## config.mk

```make
export PLATFORM = sky130hd
export DESIGN_NAME = gmii_rx_video
export DESIGN_NICKNAME = d
export VERILOG_FILES = /design/src/rtl/gmii_rx_video.sv
export SDC_FILE = /design/constraint.sdc
export NUM_CORES = 1
export LEC_CHECK = 0
export CAP_MARGIN = 20
export CORE_MARGIN = 2
export CORE_UTILIZATION = 64
export CTS_BUF_LIST = sky130_fd_sc_hd__clkbuf_16
export DETAILED_ROUTE_END_ITERATION = 12
export DONT_BUFFER_PORTS = 1
export MAX_ROUTING_LAYER = met4
export PLACE_DENSITY = 0.79
export SLEW_MARGIN = 0
export SYNTH_ARGS = -nofsm -noshare
export SYNTH_HDL_FRONTEND = slang
export SYNTH_SLANG_ARGS = --single-unit
```

## constraint.sdc

```tcl
create_clock -name rx_clk -period 3.7 [get_ports rx_clk]
set_input_delay 0.185 -clock rx_clk [delete_from_list [all_inputs] [get_ports rx_clk]]
set_output_delay 0.185 -clock rx_clk [all_outputs]
set_load 0.01 [all_outputs]
```

## src/rtl/gmii_rx_video.sv

```systemverilog
// GMII receive parser for the HDMI-over-UDP video link: strips framing/headers, emits {Y,C} words, checks FCS.
// Optional build macro MAC_FILTER_EN: accept only frames addressed to LOCAL_MAC.
module gmii_rx_video #(
    parameter logic [47:0] LOCAL_MAC    = 48'h002345678902,
    parameter logic [15:0] ETH_TYPE     = 16'h0800,
    parameter logic [15:0] UDP_DST_PORT = 16'h3039,
    parameter int          PIX_BYTES    = 1280
) (
    input  logic        rx_clk,
    input  logic        sys_rst_n,
    input  logic        rx_dv,
    input  logic        rx_er,
    input  logic [7:0]  rxd,
    output logic        pix_we,
    output logic [15:0] pix_data,
    output logic        line_start,
    output logic [11:0] line_y,
    output logic [3:0]  line_x,
    output logic        frame_done,
    output logic        frame_ok,
    output logic [15:0] err_cnt,
    output logic [15:0] drop_cnt
);

    localparam int          PCW         = $clog2(PIX_BYTES);
    localparam logic [31:0] CRC_RESIDUE = 32'hDEBB20E3;

    typedef enum logic [3:0] {
        S_WAIT_IDLE, S_IDLE, S_PREAMBLE, S_ETH_HDR, S_IP_HDR, S_UDP_HDR,
        S_LINE_HDR, S_PAYLOAD, S_FCS, S_FCS_END, S_ERR_WAIT, S_DROP
    } state_t;

    state_t           state;
    state_t           hdr_nxt;
    logic [4:0]       hdr_cnt;
    logic [PCW-1:0]   pay_cnt;
    logic [7:0]       hdr_lo;
    logic [7:0]       y_byte;
    logic [31:0]      crc;
    logic             hdr_bad;
    logic             hdr_end;

    function automatic logic [15:0] sat_inc(input logic [15:0] v);
        return (v == 16'hFFFF) ? v : v + 16'd1;
    endfunction

    // Reflected CRC-32, one bit per step, LSB of the byte first.
    function automatic logic [31:0] crc32_byte(input logic [31:0] c_in, input logic [7:0] d);
        logic [31:0] c;
        c = c_in;
        for (int b = 0; b < 8; b++)
            c = (c[0] ^ d[b]) ? ((c >> 1) ^ 32'hEDB88320) : (c >> 1);
        return c;
    endfunction

    function automatic logic [7:0] mac_byte(input logic [4:0] idx);
        logic [47:0] sh;
        sh = LOCAL_MAC >> (8 * (5 - int'(idx)));
        return sh[7:0];
    endfunction

    always_comb begin
        hdr_bad = 1'b0;
        hdr_end = 1'b0;
        hdr_nxt = S_IDLE;
        case (state)
            S_ETH_HDR: begin
                if (hdr_cnt == 5'd12 && rxd != ETH_TYPE[15:8]) hdr_bad = 1'b1;
                if (hdr_cnt == 5'd13 && rxd != ETH_TYPE[7:0])  hdr_bad = 1'b1;
`ifdef MAC_FILTER_EN
                if (hdr_cnt < 5'd6 && rxd != mac_byte(hdr_cnt)) hdr_bad = 1'b1;
`endif
                hdr_end = (hdr_cnt == 5'd13);
                hdr_nxt = S_IP_HDR;
            end
            S_IP_HDR: begin
                if (hdr_cnt == 5'd0 && rxd != 8'h45) hdr_bad = 1'b1;
                if (hdr_cnt == 5'd9 && rxd != 8'h11) hdr_bad = 1'b1;
                hdr_end = (hdr_cnt == 5'd19);
                hdr_nxt = S_UDP_HDR;
            end
            S_UDP_HDR: begin
                if (hdr_cnt == 5'd2 && rxd != UDP_DST_PORT[15:8]) hdr_bad = 1'b1;
                if (hdr_cnt == 5'd3 && rxd != UDP_DST_PORT[7:0])  hdr_bad = 1'b1;
                hdr_end = (hdr_cnt == 5'd7);
                hdr_nxt = S_LINE_HDR;
            end
            default: ;
        endcase
    end

    always_ff @(posedge rx_clk or negedge sys_rst_n) begin
        if (!sys_rst_n) begin
            state      <= S_WAIT_IDLE;
            hdr_cnt    <= '0;
            pay_cnt    <= '0;
            pix_we     <= 1'b0;
            pix_data   <= '0;
            line_start <= 1'b0;
            line_y     <= '0;
            line_x     <= '0;
            frame_done <= 1'b0;
            frame_ok   <= 1'b0;
            err_cnt    <= '0;
            drop_cnt   <= '0;
        end else begin
            pix_we     <= 1'b0;
            line_start <= 1'b0;
            frame_done <= 1'b0;
            case (state)
                S_WAIT_IDLE: if (!rx_dv) state <= S_IDLE;
                S_IDLE, S_PREAMBLE: begin
                    if (!rx_dv) begin
                        if (state == S_PREAMBLE) drop_cnt <= sat_inc(drop_cnt);
                        state <= S_IDLE;
                    end else if (!rx_er && rxd == 8'h55) begin
                        state <= S_PREAMBLE;
                    end else if (!rx_er && rxd == 8'hD5) begin
                        state   <= S_ETH_HDR;
                        hdr_cnt <= '0;
                    end else begin
                        drop_cnt <= sat_inc(drop_cnt);
                        state    <= S_DROP;
                    end
                end
                S_ETH_HDR, S_IP_HDR, S_UDP_HDR: begin
                    if (!rx_dv) begin
                        drop_cnt <= sat_inc(drop_cnt);
                        state    <= S_IDLE;
                    end else if (rx_er || hdr_bad) begin
                        drop_cnt <= sat_inc(drop_cnt);
                        state    <= S_DROP;
                    end else if (hdr_end) begin
                        state   <= hdr_nxt;
                        hdr_cnt <= '0;
                    end else begin
                        hdr_cnt <= hdr_cnt + 5'd1;
                    end
                end
                // From here on a started line must be closed with frame_done.
                S_LINE_HDR, S_PAYLOAD, S_FCS: begin
                    if (!rx_dv) begin
                        frame_done <= 1'b1;
                        frame_ok   <= 1'b0;
                        err_cnt    <= sat_inc(err_cnt);
                        state      <= S_IDLE;
                    end else if (rx_er) begin
                        state <= S_ERR_WAIT;
                    end else if (state == S_LINE_HDR) begin
                        if (hdr_cnt == 5'd0) begin
                            hdr_cnt <= 5'd1;
                        end else begin
                            line_y     <= {rxd[3:0], hdr_lo};
                            line_x     <= rxd[7:4];
                            line_start <= 1'b1;
                            pay_cnt    <= '0;
                            state      <= S_PAYLOAD;
                        end
                    end else if (state == S_PAYLOAD) begin
                        if (pay_cnt[0]) begin
                            pix_data <= {y_byte, rxd};
                            pix_we   <= 1'b1;
                        end
                        if (pay_cnt == PCW'(PIX_BYTES - 1)) begin
                            hdr_cnt <= '0;
                            state   <= S_FCS;
                        end else begin
                            pay_cnt <= pay_cnt + 1'b1;
                        end
                    end else if (hdr_cnt == 5'd3) begin
                        state <= S_FCS_END;
                    end else begin
                        hdr_cnt <= hdr_cnt + 5'd1;
                    end
                end
                S_FCS_END: begin
                    if (!rx_dv) begin
                        frame_done <= 1'b1;
                        frame_ok   <= (crc == CRC_RESIDUE);
                        if (crc != CRC_RESIDUE) err_cnt <= sat_inc(err_cnt);
                        state <= S_IDLE;
                    end else begin
                        state <= S_ERR_WAIT;
                    end
                end
                S_ERR_WAIT: begin
                    if (!rx_dv) begin
                        frame_done <= 1'b1;
                        frame_ok   <= 1'b0;
                        err_cnt    <= sat_inc(err_cnt);
                        state      <= S_IDLE;
                    end
                end
                S_DROP: if (!rx_dv) state <= S_IDLE;
                default: state <= S_WAIT_IDLE;
            endcase
        end
    end

    // Datapath scratch registers; only meaningful while the FSM is in the owning state.
    always_ff @(posedge rx_clk) begin
        if (rx_dv) begin
            if (state == S_LINE_HDR && hdr_cnt == 5'd0) hdr_lo <= rxd;
            if (state == S_PAYLOAD && !pay_cnt[0])      y_byte <= rxd;
            if (state == S_IDLE || state == S_PREAMBLE)
                crc <= 32'hFFFFFFFF;
            else if (state inside {S_ETH_HDR, S_IP_HDR, S_UDP_HDR, S_LINE_HDR, S_PAYLOAD, S_FCS})
                crc <= crc32_byte(crc, rxd);
        end
    end

endmodule

```

==> summary.md <==
| Metric | Value |
|---|---|
| Setup violators final | `0` |
| Commonest cells post-synth | `dfrtp_1, xor2_1, nand2_1` |
| Worst vdd ir | `777.9 µV` |
| Vias in the first global route | `4688` |
| Die Y | `108.4 µm` |
| Outcome | `complete, no violations` |
| Most common cell in the synthesized netlist | `dfrtp_1` |
| Synth cell types | `66` |
| Pleak | `3.155 nW` |
| Max stage delay on crit path | `roughly 0.57 ns` |
| First-pass GRT wire length | `between 20000 and 25000 µm` |
| Worst-skew pair later-pin latency | `approximately 0.42 ns` |
| Gr usage total | `0.2879` |
| Starting Density | `0.6496` |
| Hold Buf Count CTS | `12` |
| Final core occ | `0.7282` |
| Synth top area share | `0.3155` |
| Htree depth | `4` |
| CP top delay family | `simple AND/OR/NAND/NOR gates` |
| Crit path max fanout | `7` |
| Wire per inst | `20.38 µm` |
| Register area | `3643 µm²` |
| Max Freq | `approximately 360 MHz` |
| Critical path, cell by cell | `inv_1 > ha_1 > or4b_1 > nor4_1 > a21oi_1 > o311a_1 > o22ai_1 > mux2_2` |
| Num CTS Buffers | `17` |
| Fraction of layout cells with a size suffix above 1 | `0.1546` |
| Diode count | `0` |
| Share of synthesized registers carrying an async set or reset | `0.6471` |
| Max_slew headroom | `0.5220` |
| Max-cap violation count | `0` |
| Yosys warnings | `0` |
| Via Count | `4848` |
| Largest area contributor in the synthesized netlist | `dfrtp_1` |
| Clock Path Buffers | `2` |
| Final wirelength | `around 16000 µm` |
| Core Region | `10750 µm²` |
| CTS tree | `yes` |
| Critical path type | `register to register` |
| Yosys reg bits | `136` |
| Seq/Total Area, Yosys | `0.5220` |
| Post-CTS Setup Bufs | `0` |
| Port bufs | `0` |
| CP required | `3.99 ns` |
| RSZ-0062 raised after global routing | `no` |
| Fillers | `759` |
| PD cells | `928.4 nW/µm²` |
| Mapped Avg Cell Area | `11.46 µm²` |
| Arr. time, crit path | `approximately 3.1 ns` |
| Post-DP HPWL | `9885 µm` |
| Final WS setup | `0.9065 ns` |
| Synth Instances | `609` |
| I/O pin cnt | `80` |
| Total gr overflow | `0` |
| Die ar. | `11760 µm²` |
| Largest net degree at the start of global routing | `89` |
| Die X | `108.4 µm` |
| Clk sinks | `about 140` |
| Layout Skew | `0.009254 ns` |
| Final ANT Viol Nets | `0` |
| Slew Viols, Final | `0` |
| Antenna violations before repair | `0` |
| Iter 0 DRT Violations | `470` |
| Synth area leaders | `dfrtp_1, edfxtp_1, xor2_1, xnor2_1, mux2_2` |
| Mapped cell area | `6980 µm²` |
| Slowest cell on the critical path | `or4b_1` |
| Clock transition at path regs | `0.06 ns` |
| DRC | `0` |
| CP Capture Type | `register` |
| DRT Pass-1 Iters | `5` |
| Worst Tran Pin Value | `0.7170 ns` |
| Nets | `640` |
| Hold Crit Class | `primary input to register` |
| Setup tns final | `0 ns` |
| WP buf/inv | `1` |
| Final worst path period share | `0.7550` |
| Clock Tree Root | `clkbuf_16` |
| Num rows | `38` |
| Routability cong. | `roughly 0.91` |
| Syn-to-layout area delta | `12.10%` |
| Minimum clock period | `around 2.8 ns` |
| Dpl ws | `0.9195 ns` |
| EDFF count, synth | `48` |
| Startpoint Class | `register` |
| Final Hold Fails | `0` |
| Primary FF master, synth | `dfrtp_1` |
| Area of the multi-input gates | `around 3100 µm²` |
| Avg Vias per Cell | `6.264` |
| Syn_nets | `628` |
| Post-cts resize count | `0` |
## layout by cell type, fill, tap and decap left out, types with 7 or more instances in the layout
cell	n
inv_1	17
clkbuf_16	17
nand3_1	14
buf_4	10
dlygate4sd3_1	11
nor2_1	30
nand4_1	19
xor2_1	57
nor3_1	18
o21ai_0	12
ha_1	7
edfxtp_1	48
xnor2_1	51
dfrtp_1	88
mux2_2	37
a21oi_1	9
nor4_1	12
nand2_1	53
## layer usage
metal	wire (µm)	GRT usage
met5	0	-
met1	6468	0.3604
met3	1262	0.07896
met4	290	0.08974
met2	7749	0.4580
## stage by stage
step	hold slack (ns)	area (µm²)	std cells	total power, W
CTS	0.07170	7825	774	0.007283
detailed placement	-0.1089	7094	730	0.005529
global placement	-0.1090	7094	730	0.005404
finish	0.07947	7825	774	0.007265
global route	0.09318	7825	774	0.007728
floorplan	-0.1106	6980	609	0.004936
## sequential cells by signal, summed over array words and instances (netlist names), 5 cells and up
signal    cells
crc          32
y_byte        8
err_cnt      16
drop_cnt     16
hdr_lo        8
pay_cnt      11
line_y       12
pix_data     16
hdr_cnt       5
## cells by family after synthesis
group | after synthesis | share of synthesized area
AND/OR/NAND/NOR | 211 | 0.1726
AO/OA/AOI/OAI | 59 | 0.05916
adder cells (fa/ha/maj) | 7 | 0.01255
buffers and inverters | 46 | 0.02939
multiplexers | 40 | 0.06417
flip-flops | 136 | 0.5220
XOR/XNOR | 110 | 0.1402
## final timing paths
kind | startpoint | end | slack (ns) | cells after the start
max | hdr_cnt[0]$_DFFE_PN0P_ | state[0]$_DFFE_PN0P_ | 0.91 | 8
min | rx_er | state[1]$_DFFE_PN0P_ | 0.08 | 2
max reg2reg | hdr_cnt[0]$_DFFE_PN0P_ | state[0]$_DFFE_PN0P_ | 0.91 | 8
min reg2reg | y_byte[6]$_DFFE_PP_ | pix_data[14]$_DFFE_PN0P_ | 0.48 | 1
max in group asynchronous | sys_rst_n | err_cnt[13]$_DFFE_PN0P_ | 3.02 | 2
min in group asynchronous | sys_rst_n | pix_data[11]$_DFFE_PN0P_ | 0.35 | 2
## report_power, final
| group | internal [W] | switching, W |
|---|---|---|
| sequential | 0.00216 | 0.000467 |
| clock | 0.00101 | 0.000700 |
| combinational | 0.00130 | 0.00163 |
| total | 0.00447 | 0.00280 |
## layout make-up
class,count,share of cell area
sequential,136,0.4656
multi-input combinational,427,0.4009
clock buffer,17,0.05437
timing repair buffer,22,0.02718
tap,140,0.02239
clock inverter,15,0.02143
inverter,17,0.008155
(Power assumes the default switching activity.)
